File: src/rtl/sc_mux_adder_n_pkg.sv
`default_nettype none
// ---------------------------------------------------------------------------
// | Module  : sc_mux_adder_n_pkg                                            |
// | Brief   : Shared FSM encodings, LFSR constants and clog2 helper for the |
// |           scaled stochastic mux adder.                                  |
// | Rev     : 1.0  initial release                                          |
// ---------------------------------------------------------------------------
package sc_mux_adder_n_pkg;

  // Stream controller states
  typedef enum logic [1:0] {
    SC_ST_IDLE = 2'd0,
    SC_ST_RUN  = 2'd1,
    SC_ST_DONE = 2'd2
  } sc_state_e;

  // 16-bit Fibonacci LFSR, taps 16,14,13,11 -> bit positions 15,13,12,10
  localparam int          SC_LFSR_W        = 16;
  localparam logic [15:0] SC_LFSR_TAP_MASK = 16'hB400;

  // Ceiling log2, used to size the select index
  function automatic int sc_clog2(input int value);
    int result;
    result = 0;
    while ((1 << result) < value) begin
      result = result + 1;
    end
    return result;
  endfunction

endpackage
`default_nettype wire

File: src/rtl/sc_sel_gen.sv
`default_nettype none
// ---------------------------------------------------------------------------
// | Module  : sc_sel_gen                                                    |
// | Brief   : Select index generator for the stochastic mux adder.          |
// |           Round-robin counter by default; low bits of a 16-bit          |
// |           Fibonacci LFSR when SC_ADDER_LFSR_SEL_EN is defined.          |
// | Macro   : SC_ADDER_LFSR_SEL_EN                                          |
// | Rev     : 1.0  initial release                                          |
// ---------------------------------------------------------------------------
module sc_sel_gen
  import sc_mux_adder_n_pkg::*;
#(
  parameter int          SEL_W     = 2,
  parameter logic [15:0] LFSR_SEED = 16'hACE1
) (
  input  logic             clk,
  input  logic             rst_n,
  input  logic             clear,
  input  logic             step,
  output logic [SEL_W-1:0] sel
);

  // An all-zero seed would lock the LFSR; refuse it at elaboration
  if (LFSR_SEED == 16'h0000) begin : g_seed_chk
    $error("sc_sel_gen: LFSR_SEED must be nonzero");
  end

`ifdef SC_ADDER_LFSR_SEL_EN
  logic [SC_LFSR_W-1:0] lfsr;

  // LFSR: reseed on reset/clear, shift in the tap parity once per accept
  always_ff @(posedge clk or negedge rst_n) begin
    if (!rst_n) begin
      lfsr <= LFSR_SEED;
    end else if (clear) begin
      lfsr <= LFSR_SEED;
    end else if (step) begin
      lfsr <= {lfsr[SC_LFSR_W-2:0], ^(lfsr & SC_LFSR_TAP_MASK)};
    end
  end

  assign sel = lfsr[SEL_W-1:0];
`else
  logic [SEL_W-1:0] rr_cnt;

  // Round-robin counter: wraps naturally at N because N is a power of 2
  always_ff @(posedge clk or negedge rst_n) begin
    if (!rst_n) begin
      rr_cnt <= '0;
    end else if (clear) begin
      rr_cnt <= '0;
    end else if (step) begin
      rr_cnt <= rr_cnt + 1'b1;
    end
  end

  assign sel = rr_cnt;
`endif

endmodule
`default_nettype wire

File: src/rtl/sc_mux_adder_n.sv
`default_nettype none
// ---------------------------------------------------------------------------
// | Module  : sc_mux_adder_n                                                |
// | Brief   : N-input scaled stochastic adder. Picks one input bit per      |
// |           accepted cycle with an N:1 mux and counts output ones over a  |
// |           2**STREAM_LEN_W bit stream.                                   |
// | Macro   : SC_ADDER_LFSR_SEL_EN (LFSR select instead of round-robin)     |
// | Rev     : 1.0  initial release                                          |
// ---------------------------------------------------------------------------
module sc_mux_adder_n
  import sc_mux_adder_n_pkg::*;
#(
  parameter int          NUM_INPUTS   = 4,
  parameter int          STREAM_LEN_W = 8,
  parameter logic [15:0] LFSR_SEED    = 16'hACE1
) (
  input  logic                    clk,
  input  logic                    rst_n,
  input  logic                    start,
  input  logic                    in_valid,
  input  logic [NUM_INPUTS-1:0]   in_bits,
  output logic                    in_ready,
  output logic                    out_bit,
  output logic                    out_valid,
  output logic [STREAM_LEN_W:0]   ones_count,
  output logic                    done
);

  localparam int SEL_W = sc_clog2(NUM_INPUTS);

  if ((NUM_INPUTS < 2) || ((1 << SEL_W) != NUM_INPUTS)) begin : g_inputs_chk
    $error("sc_mux_adder_n: NUM_INPUTS must be a power of 2 and >= 2");
  end

  sc_state_e               state;
  sc_state_e               state_nxt;
  logic                    accept;
  logic                    clear;
  logic                    last;
  logic [STREAM_LEN_W-1:0] bit_cnt;
  logic [SEL_W-1:0]        sel;
  logic                    sel_bit;

  assign sel_bit = in_bits[sel];

  sc_sel_gen #(
    .SEL_W     (SEL_W),
    .LFSR_SEED (LFSR_SEED)
  ) u_sel_gen (
    .clk   (clk),
    .rst_n (rst_n),
    .clear (clear),
    .step  (accept),
    .sel   (sel)
  );

  // State register
  always_ff @(posedge clk or negedge rst_n) begin
    if (!rst_n) begin
      state <= SC_ST_IDLE;
    end else begin
      state <= state_nxt;
    end
  end

  // Next-state and handshake decode; start/in_valid only matter in their own state
  always_comb begin
    state_nxt = state;
    in_ready  = 1'b0;
    clear     = 1'b0;
    accept    = 1'b0;
    last      = 1'b0;
    case (state)
      SC_ST_IDLE: begin
        if (start) begin
          clear     = 1'b1;
          state_nxt = SC_ST_RUN;
        end
      end
      SC_ST_RUN: begin
        in_ready = 1'b1;
        accept   = in_valid;
        last     = in_valid && (bit_cnt == {STREAM_LEN_W{1'b1}});
        if (last) begin
          state_nxt = SC_ST_DONE;
        end
      end
      SC_ST_DONE: begin
        state_nxt = SC_ST_IDLE;
      end
      default: begin
        state_nxt = SC_ST_IDLE;
      end
    endcase
  end

  // Output datapath: mux the selected bit, accumulate ones, advance the bit counter
  always_ff @(posedge clk or negedge rst_n) begin
    if (!rst_n) begin
      out_bit    <= 1'b0;
      out_valid  <= 1'b0;
      ones_count <= '0;
      done       <= 1'b0;
      bit_cnt    <= '0;
    end else begin
      out_valid <= accept;
      done      <= last;
      if (clear) begin
        ones_count <= '0;
        bit_cnt    <= '0;
      end else if (accept) begin
        out_bit    <= sel_bit;
        ones_count <= ones_count + {{STREAM_LEN_W{1'b0}}, sel_bit};
        bit_cnt    <= bit_cnt + 1'b1;
      end
    end
  end

endmodule
`default_nettype wire
File: config.mk
export PLATFORM = sky130hd
export DESIGN_NAME = sc_mux_adder_n
export DESIGN_NICKNAME = d
export VERILOG_FILES = /design/src/rtl/sc_mux_adder_n_pkg.sv /design/src/rtl/sc_sel_gen.sv /design/src/rtl/sc_mux_adder_n.sv
export SDC_FILE = /design/constraint.sdc
export NUM_CORES = 1
export LEC_CHECK = 0
export BUFFER_PORTS_ARGS = -buffer_cell sky130_fd_sc_hd__buf_2
export CORE_MARGIN = 10
export CORE_UTILIZATION = 46
export DETAILED_ROUTE_END_ITERATION = 8
export HOLD_SLACK_MARGIN = 0.15
export PLACE_DENSITY = 0.75
export SETUP_SLACK_MARGIN = 0.15
export SLEW_MARGIN = 20
export SYNTH_ARGS = -nofsm -noshare
export SYNTH_HDL_FRONTEND = slang
export SYNTH_SLANG_ARGS = --single-unit
File: constraint.sdc
create_clock -name clk -period 1.8 [get_ports clk]
set_input_delay 0.27 -clock clk [delete_from_list [all_inputs] [get_ports clk]]
set_output_delay 0.27 -clock clk [all_outputs]
set_load 0.02 [all_outputs]
==> flow_summary_export.csv, run 1 <==
group,metric,value,unit
logic_synthesis,yosys_warnings,0,
critical_path,crit_fanout,5,
logic_synthesis,ys.flop_type,"dfrtp_1",
global_route,overflow,0,
detailed_routing,drt-initial-drc-count,64,
detailed_routing,first_pass_iters,4,
place,place_hpwl,1790,microns
sta,final.min_clock_period,1.78,ns
cells_and_area,drive_gt1_share,35.0,%
sta,grt_setup_unrepaired,"yes",
logic_synthesis,netlist_instances,110,
logic_synthesis,ys_ff_latch,24,
logic_synthesis,syn_avg_cell_area,10.4,sq um
critical_path,arrival,2.05,ns
clocking,root_buffer,"clkbuf_4",
sta,fin_worst_skew,0.00632,ns
clocking,clkSlewWorstSetupHoldPaths,0.14,ns
floorplan,io_pins,21,
global_route,track_usage,9.97,%
floorplan,row_count,17,
clocking,clock_sinks,24,
global_route,grt_pass1_vias,932,
place,dp_cells,158,
hold_path,whs_path_depth,4,
critical_path,r2r_end,"ones_count[8]",
flow_run,drv_cap,0,
power,ir_drop,0.000768,V
logic_synthesis,netlist.area_leader.share,52.7,%
logic_synthesis,synth-seq-area-share,52.7,%
cells_and_area,antennaDiodeCount,0,
logic_synthesis,synth_area,0.00114,sq mm
global_route,grt_pass1_wl,4200,microns
sta,hold_viol,0,
floorplan,die_h,69.8,microns
clocking,cts.htree.levels,1,
critical_path,r2r_start,"u_sel_gen.sel[0]",
clocking,cts_tree,"yes",
logic_synthesis,synth_common_cells,"dfrtp_1 (24), a21oi_1 (12), nand2_1 (12)",
sta,slew_headroom,65.8,%
detailed_routing,drt-total-wl,2440,microns
clocking,cts_buffer_depth,2,
hold_path,hp-start,"in_valid",
place,portBuffers,20,
critical_path,worstSetupEndpointType,"flop",
critical_path,crit_type,"flop to flop",
floorplan,die-area,0.00487,sq mm
detailed_routing,route.antenna.remaining_nets,0,
cells_and_area,final_nets,149,
sta,drv_slew,0,
outcome,outcome,"finished clean",
sta,fin_crit_sh,98.9,%
sta,whs,0.298,ns
logic_synthesis,async_reset_ff_share,100,%
global_route,grt_max_degree,25,
logic_synthesis,yosysMostFrequentCell,"dfrtp_1",
clocking,cts_buffers,3,
logic_synthesis,synth_nets,121,
critical_path,r2r_slack,0.02,ns
logic_synthesis,synth_top_area_cell,"dfrtp_1",
cells_and_area,fin_cells,165,
power,leakagePower,0.609,nW
sta,setup_viol,0,
critical_path,start_kind,"flop",
sta,fmax,562,MHz
global_route,antenna_found_initial,0,
hold_path,hold_class,"input pin to flop",
detailed_routing,vias,965,
critical_path,r2r_cells,6,
floorplan,start_util,50.1,%
power,p_per_area,1090,mW/mm^2
detailed_routing,viasPerCell,5.85,
detailed_routing,wl_per_cell,14.8,microns
cells_and_area,syn2layout_area_growth,24.1,%
place,gp_congestion,0.722,
logic_synthesis,synthTopCellsByArea,"dfrtp_1 (53%), a21oi_1 (5.3%), o21ai_0 (4.0%)",
sta,worst_slew_pin_slew,0.513,ns
critical_path,worstPathRequired,2.06,ns
detailed_routing,drcViolationCount,0,
hold_path,holdPathEnd,"state[0]",
clocking,clk_latency,0.32,ns
floorplan,chipWidth,69.8,microns
floorplan,core,0.00228,sq mm
logic_synthesis,synth_edf_count,0,
logic_synthesis,synth_cell_types,26,
-- cell families after synthesis --
| group | after synthesis | share of synthesized area, % |
|---|---|---|
| and+or+nand+nor | 42 | 21.3 |
| AOI/OAI and AO/OA | 30 | 15.5 |
| DFF | 24 | 52.7 |
| buffers and inverters | 7 | 2.52 |
| muxes | 4 | 4.72 |
| adders and majority gates | 3 | 3.29 |
-- final cells by class --
| cell class | instances | area (sq um) |
|---|---|---|
| inverters | 3 | 11.3 |
| fillers | 189 | 861 |
| clock buffers | 4 | 36.3 |
| flip-flops and latches | 24 | 601 |
| multi-input cells | 79 | 577 |
| repair buffers | 27 | 155 |
| well taps | 28 | 35.0 |
-- layout by cell type (no fill, tap or decap), types with 4 or more instances in the layout --
master	netlist	routed
a21oi_1	12	7
a21oi_2	0	5
buf_2	2	20
buf_4	0	6
dfrtp_1	24	24
nand2_1	12	10
nand3_1	4	4
nand4_1	5	5
o21ai_0	9	7
o31ai_1	6	6
or3_1	4	4
-- worst max path at each step --
| stage | from | end | slack, ns | cells past startpoint |
|---|---|---|---|---|
| after floorplan | u_sel_gen.sel[0] | ones_count[8] | 0.10 | 6 |
| final | u_sel_gen.sel[0] | ones_count[8] | 0.02 | 6 |
| after global placement | u_sel_gen.sel[0] | ones_count[5] | 0.06 | 5 |
| after detailed placement | u_sel_gen.sel[0] | ones_count[5] | 0.03 | 5 |
| after CTS | u_sel_gen.sel[0] | ones_count[8] | 0.02 | 6 |
| after global routing | u_sel_gen.sel[0] | ones_count[2] | -0.05 | 5 |
-- metrics by stage --
step	worst slack (ns)	total power, mW	TNS [ns]	util [%]	instance area (sq um)
6_report	0.0191	1.55	0	62.2	1420
5_1_grt	-0.0543	1.66	-0.106	62.2	1420
4_1_cts	0.0235	1.53	0	60.7	1380
3_5_place_dp	0.0325	1.23	0	58.1	1320
3_3_place_gp	0.0551	1.22	0	58.1	1320
2_1_floorplan	0.105	1.08	0	-	1170
-- state kept, by name (all words and copies together), names as in the netlist --
signal	count
bit_cnt	8
done	1
ones_count	9
out_bit	1
out_valid	1
state	2
u_sel_gen.sel	2
-- power breakdown --
group | switching [mW] | internal, mW
sequential | 0.129 | 0.651
combinational | 0.261 | 0.216
clock | 0.166 | 0.124
-- per-layer routing --
layer  GRT usage (%)  part of all wire [%]
met5               0                     0
met4            3.91                   1.5
met3            3.71                   7.3
met2            15.7                    43
met1            11.9                    49
-- critical path, cell delays in order (launching register included) --
cell and delay, ns:
dfrtp_1 0.44, mux4_2 0.38, ha_4 0.15, ha_4 0.13, nand2_2 0.08, or4_4 0.42, a21oi_2 0.12
-- timing repair --
item | CTS | global route
pin swaps | 1 | 4
setup buffers | 0 | 2
hold buffers | 1 | 0
endpoints found under the setup margin | 8 | 14
hold endpoints to repair | 24 | 0
resized for setup | 4 | 7
No activity file was read; power rests on OpenSTA's default activity.
==> run 2: changes to the inputs <==
--- a/config.mk
+++ b/config.mk
@@ -7,10 +7,10 @@
 export LEC_CHECK = 0
 export BUFFER_PORTS_ARGS = -buffer_cell sky130_fd_sc_hd__buf_2
 export CORE_MARGIN = 10
-export CORE_UTILIZATION = 46
+export CORE_UTILIZATION = 30
 export DETAILED_ROUTE_END_ITERATION = 8
 export HOLD_SLACK_MARGIN = 0.15
-export PLACE_DENSITY = 0.75
+export PLACE_DENSITY = 0.54
 export SETUP_SLACK_MARGIN = 0.15
 export SLEW_MARGIN = 20
 export SYNTH_ARGS = -nofsm -noshare
==> run 2 against run 1 <==
Compared with the run above:
- maximum frequency is 2.3% higher
- worst hold slack better by 0.052 ns
- core utilization fell by 22 points
- wire length is 6.3% higher
- combinational power up 2%
- count of clock-buffer cells in the layout decreased by 1
- cell count rose by 12%
- total power rose by 13%
- critical endpoint is now ones_count[2]
- largest cell class unchanged
==> flow_summary_export.csv, run 2 (same netlist as run 1, synthesis figures left out) <==
group,metric,value,unit
detailed_routing,viasPerCell,5.17,
global_route,grt_pass1_wl,4310,microns
critical_path,crit_chain,"mux4_2 > ha_4 > ha_4 > mux2_4 > mux2i_1",
place,dp_cells,178,
critical_path,crit_type,"flop to flop",
cells_and_area,antennaDiodeCount,0,
clocking,cts_tree,"yes",
floorplan,core,0.00366,sq mm
clocking,cts.htree.levels,1,
power,p_per_area,1180,mW/mm^2
cells_and_area,final_cell_mix,"dfrtp_1 (24), buf_2 (20), nand2_1 (10)",
global_route,antenna_found_initial,0,
sta,fmax,575,MHz
detailed_routing,drt-initial-drc-count,57,
sta,finalSetupTns,0,ns
power,leakagePower,0.639,nW
clocking,clkSlewWorstSetupHoldPaths,0.09,ns
critical_path,cpMaxStageDelayCell,"mux4_2",
sta,hold_viol,0,
cells_and_area,largest-register,"ones_count",
outcome,outcome,"finished clean",
detailed_routing,wl_per_cell,14.0,microns
cells_and_area,largest_registers,"ones_count (9), bit_cnt (8)",
place,gp_congestion,0.695,
detailed_routing,wl_met1,1300,microns
place,place_area,0.00135,sq mm
sta,worst_slew_pin_slew,0.554,ns
critical_path,cpPeakStageDelay,0.55,ns
detailed_routing,first_pass_iters,6,
critical_path,cpMostUsedCell,"ha_4",
cells_and_area,fill_cells,372,
cells_and_area,layout_commonest_cell,"dfrtp_1",
detailed_routing,wl_met3,171,microns
floorplan,chipWidth,81.6,microns
sta,drv_slew,0,
critical_path,startpoint,"u_sel_gen.sel[0]",
critical_path,r2r_start,"u_sel_gen.sel[0]",
detailed_routing,highest_layer,"met4",
floorplan,row_count,22,
detailed_routing,met2WireLength,1110,microns
floorplan,die-area,0.00667,sq mm
cells_and_area,final_cell_area,0.00148,sq mm
sta,whs,0.350,ns
critical_path,r2r_end,"ones_count[2]",
detailed_routing,drt-total-wl,2600,microns
sta,setup_viol,0,
sta,fin_worst_skew,0.000831,ns
power,p_switching,577,uW
power,p_seq_share,44.9,%
global_route,grt_max_degree,25,
critical_path,cp-endpoint,"ones_count[2]",
critical_path,arrival,1.94,ns
sta,slew_headroom,63.1,%
critical_path,crit_fanout,3,
detailed_routing,drcViolationCount,0,
global_route,grt_pass1_vias,901,
critical_path,worstPathRequired,2.00,ns
power,p_sw_share,33.0,%
place,place_hpwl,1870,microns
power,p_comb_share,27.7,%
flow_run,drv_cap,0,
cells_and_area,utilization,40.5,%
cells_and_area,largest_register_ffs,9,
power,intPower,1.17,mW
floorplan,die_h,81.6,microns
clocking,clock_sinks,24,
sta,grt_setup_unrepaired,"yes",
global_route,track_usage,8.01,%
cells_and_area,final_nets,149,
global_route,overflow,0,
hold_path,whs_path_depth,4,
clocking,cts_buffers,3,
floorplan,start_util,31.1,%
cells_and_area,drive_gt1_share,34.3,%
sta,fin_crit_sh,96.7,%
power,clkPwrFrac,27.3,%
detailed_routing,route.antenna.remaining_nets,0,
detailed_routing,vias,956,
critical_path,r2r_slack,0.06,ns
hold_path,hold_class,"input pin to flop",
critical_path,worstSetupEndpointType,"flop",
critical_path,start_kind,"flop",
place,portBuffers,20,
clocking,root_buffer,"clkbuf_8",
critical_path,r2r_cells,5,
clocking,clk_latency,0.27,ns
power,ir_drop,0.000597,V
clocking,cts_buffer_depth,2,
cells_and_area,syn2layout_area_growth,30.0,%
floorplan,io_pins,21,
sta,final.min_clock_period,1.74,ns
cells_and_area,fin_cells,185,
[run 2: cell count changes in the layout (fill, tap and decap cells not counted), sizes merged]
| cell | before | now |
|---|---|---|
| bufinv | 0 | 1 |
| clkbuf | 4 | 3 |
[run 2: worst min path at each step]
stage | from | slack (ns) | to
after floorplan | rst_n | -0.03 | bit_cnt[0]
after global placement | rst_n | 0.30 | bit_cnt[5]
after detailed placement | rst_n | 0.30 | u_sel_gen.sel[1]
after CTS | in_valid | 0.34 | state[0]
after global routing | in_valid | 0.40 | state[0]
final | in_valid | 0.35 | state[0]
[run 2: critical path, delay by kind of cell, from the launching register on]
family     cells  cell delay [ns]
mux            3             0.94
fa+ha+maj      2             0.36
flops          1             0.37
[run 2: power by group through the flow]
stage	logic [mW]	clock network [mW]	registers, mW
final	0.485	0.478	0.785
after global routing	0.559	0.512	0.803
after CTS	0.472	0.491	0.779
after detailed placement	0.452	0	0.789
after global placement	0.444	0	0.785
after floorplan	0.253	0	0.830
[run 2: layer usage]
layer | up-vias | GRT usage, %
li1 | 469 | -
met1 | 469 | 10.6
met2 | 16 | 11.5
met3 | 2 | 2.95
met4 | 0 | 3.06
met5 | - | 0
[run 2: cell type report]
type | count | area, sq um | area share [%]
inverter | 3 | 11.3 | 0.760
sequential | 24 | 601 | 40.5
timing repair buffer | 27 | 155 | 10.5
clock buffer | 3 | 41.3 | 2.79
tap | 48 | 60.1 | 4.05
multi-input combinational | 79 | 583 | 39.4
clock inverter | 1 | 30.0 | 2.03
[run 2: what timing repair did]
action	in CTS	in global routing
pin swaps	0	6
endpoints found under the setup margin	8	16
gates resized for setup	2	9
hold endpoints to repair	24	0
hold buffers	1	0
buffers inserted	1	1
[run 2: through the flow]
step / power (mW) / setup WS, ns
after floorplan: 1.08 / 0.105
after global placement: 1.23 / 0.0643
after detailed placement: 1.24 / 0.0291
after CTS: 1.74 / 0.0413
after global routing: 1.87 / -0.0220
final: 1.75 / 0.0596
==> run 3: changes to the inputs <==
==> constraint.sdc (replaced) <==
create_clock -name clk -period 1.8 [get_ports clk]
set_input_delay 0.27 -clock clk [delete_from_list [all_inputs] [get_ports clk]]
set_output_delay 0.27 -clock clk [all_outputs]
set_load 0.05 [all_outputs]
==> run 3 against run 2 <==
Compared with the run above:
- wire length is 8.2% higher
- cell count is 3.2% higher
- maximum frequency is 0.63% lower
- non-clock buffer count is 5 higher
- via count is 5.3% higher
- sequential power is 0.6% lower
- die area stayed put
- worst hold slack better by 0.016 ns
- design area is 0.51% higher
- highest routed layer unchanged
==> flow_summary_export.csv, run 3 (same netlist as run 1, synthesis figures left out) <==
group,metric,value,unit
outcome,outcome,"finished clean",
power,p_per_area,1200,mW/mm^2
place,place_area,0.00136,sq mm
clocking,clk_latency,0.27,ns
critical_path,worstSetupEndpointType,"flop",
global_route,grt_pass1_wl,4730,microns
detailed_routing,drt-initial-drc-count,100,
sta,worst_slew_pin_slew,0.538,ns
critical_path,worstPathRequired,2.01,ns
global_route,grt_max_degree,25,
clocking,clock_sinks,24,
critical_path,critPathBufInv,0,
global_route,overflow,0,
power,p_comb_share,35.0,%
detailed_routing,vias,1007,
clocking,cts.htree.levels,1,
global_route,grt_pass1_vias,1022,
detailed_routing,route.antenna.remaining_nets,0,
floorplan,chipWidth,81.6,microns
sta,fin_worst_skew,0.00719,ns
place,dpl_worst_slack,0.0210,ns
clocking,cts_buffers,3,
detailed_routing,drcViolationCount,0,
cells_and_area,largest_register_ffs,9,
cells_and_area,final_cell_area,0.00149,sq mm
floorplan,row_count,22,
detailed_routing,wl_per_cell,14.7,microns
sta,hold_viol,0,
clocking,cts_tree,"yes",
cells_and_area,final_cell_mix,"dfrtp_1 (24), buf_2 (20), nand2_1 (11), buf_4 (11), a21oi_1 (10)",
power,ir_drop,0.000510,V
sta,final.min_clock_period,1.75,ns
clocking,cts_buffer_depth,2,
power,p_sw_share,39.5,%
place,gp_congestion,0.704,
sta,grt_setup_unrepaired,"yes",
sta,setup_viol,0,
critical_path,r2r_slack,0.05,ns
cells_and_area,drive_gt1_share,33.6,%
sta,fin_crit_sh,97.3,%
power,clkPwrFrac,21.3,%
hold_path,hold_class,"input pin to flop",
critical_path,cpMaxStageDelayCell,"or4_4",
critical_path,crit_type,"flop to flop",
critical_path,crit_fanout,5,
place,place_hpwl,1960,microns
cells_and_area,fin_cells,191,
critical_path,arrival,1.96,ns
detailed_routing,first_pass_iters,4,
flow_run,drv_cap,0,
floorplan,io_pins,21,
detailed_routing,drt-total-wl,2810,microns
sta,setup_ws,0.0486,ns
cells_and_area,final_nets,155,
cells_and_area,syn2layout_area_growth,30.6,%
power,intPower,1.08,mW
floorplan,start_util,31.1,%
critical_path,cpPeakStageDelay,0.42,ns
clocking,clkSlewWorstSetupHoldPaths,0.09,ns
floorplan,die_h,81.6,microns
global_route,antenna_found_initial,0,
sta,drv_slew,0,
power,p_switching,705,uW
global_route,track_usage,8.86,%
place,portBuffers,20,
cells_and_area,antennaDiodeCount,0,
cells_and_area,largest-register,"ones_count",
place,dp_cells,179,
cells_and_area,largest_registers,"ones_count (9), bit_cnt (8)",
floorplan,core,0.00366,sq mm
sta,fmax,571,MHz
detailed_routing,viasPerCell,5.27,
floorplan,die-area,0.00667,sq mm
power,p_seq_share,43.7,%
power,leakagePower,0.653,nW
critical_path,start_kind,"flop",
clocking,root_buffer,"clkbuf_8",
cells_and_area,layout_commonest_cell,"dfrtp_1",
critical_path,cpMostUsedCell,"ha_4",
sta,slew_headroom,64.2,%
critical_path,crit_chain,"mux4_2 > ha_4 > ha_4 > nand2_4 > or4_4 > a21oi_2",
critical_path,path_delay_family,"simple AND/OR/NAND/NOR gates",
## run 3: timing repair
item | 4_1_cts | 5_1_grt
endpoints found under the setup margin | 8 | 16
pin swaps | 1 | 0
endpoints found under the hold margin | 24 | 0
hold buffers | 1 | 0
gates resized for setup | 3 | 0
cloned | 0 | 1
setup buffers | 3 | 3
## run 3: final cells by class
| type | count | area (sq um) |
|---|---|---|
| Multi-Input combinational cell | 80 | 569 |
| Timing Repair Buffer | 32 | 193 |
| Clock buffer | 4 | 55.1 |
| Tap cell | 48 | 60.1 |
| Sequential cell | 24 | 601 |
| Inverter | 3 | 11.3 |
| Fill cell | 362 | 2170 |
## run 3: through the flow
stage          setup TNS, ns  util [%]  total power, mW  hold WS, ns
5_1_grt              -0.0969      40.7             1.90        0.411
2_1_floorplan              0         -             1.21      -0.0256
6_report                   0      40.7             1.78        0.366
3_3_place_gp               0      37.1             1.36        0.295
4_1_cts                    0      39.8             1.78        0.352
3_5_place_dp               0      37.1             1.38        0.303
## run 3: power groups by stage
stage               registers (mW)  clock network (mW)  logic, mW
finish                       0.780               0.380      0.624
global route                 0.807               0.404      0.690
CTS                          0.780               0.384      0.618
detailed placement           0.792                   0      0.586
global placement             0.790                   0      0.574
floorplan                    0.953                   0      0.261
## run 3: worst paths after layout
check                            startpoint            end  cells after the start
max                        u_sel_gen.sel[0]  ones_count[8]                      6
min                                in_valid       state[0]                      4
max reg2reg                u_sel_gen.sel[0]  ones_count[8]                      6
min reg2reg                         out_bit        out_bit                      2
max in group asynchronous             rst_n       state[1]                      2
min in group asynchronous             rst_n  ones_count[0]                      2
## run 3: worst min-delay path: stages
cell and delay, ns:
buf_2 0.13, nand4_1 0.08, o21ai_0 0.07, nand2_1 0.06
## run 3: layer usage
metal  up-vias  global-route usage (%)  share of wire (%)
met4         0                    3.91                1.4
met5         -                       0                  0
met3         5                    3.17                6.4
met2        21                    14.1                 46
met1       499                    10.5                 46
li1        482                       -                  -
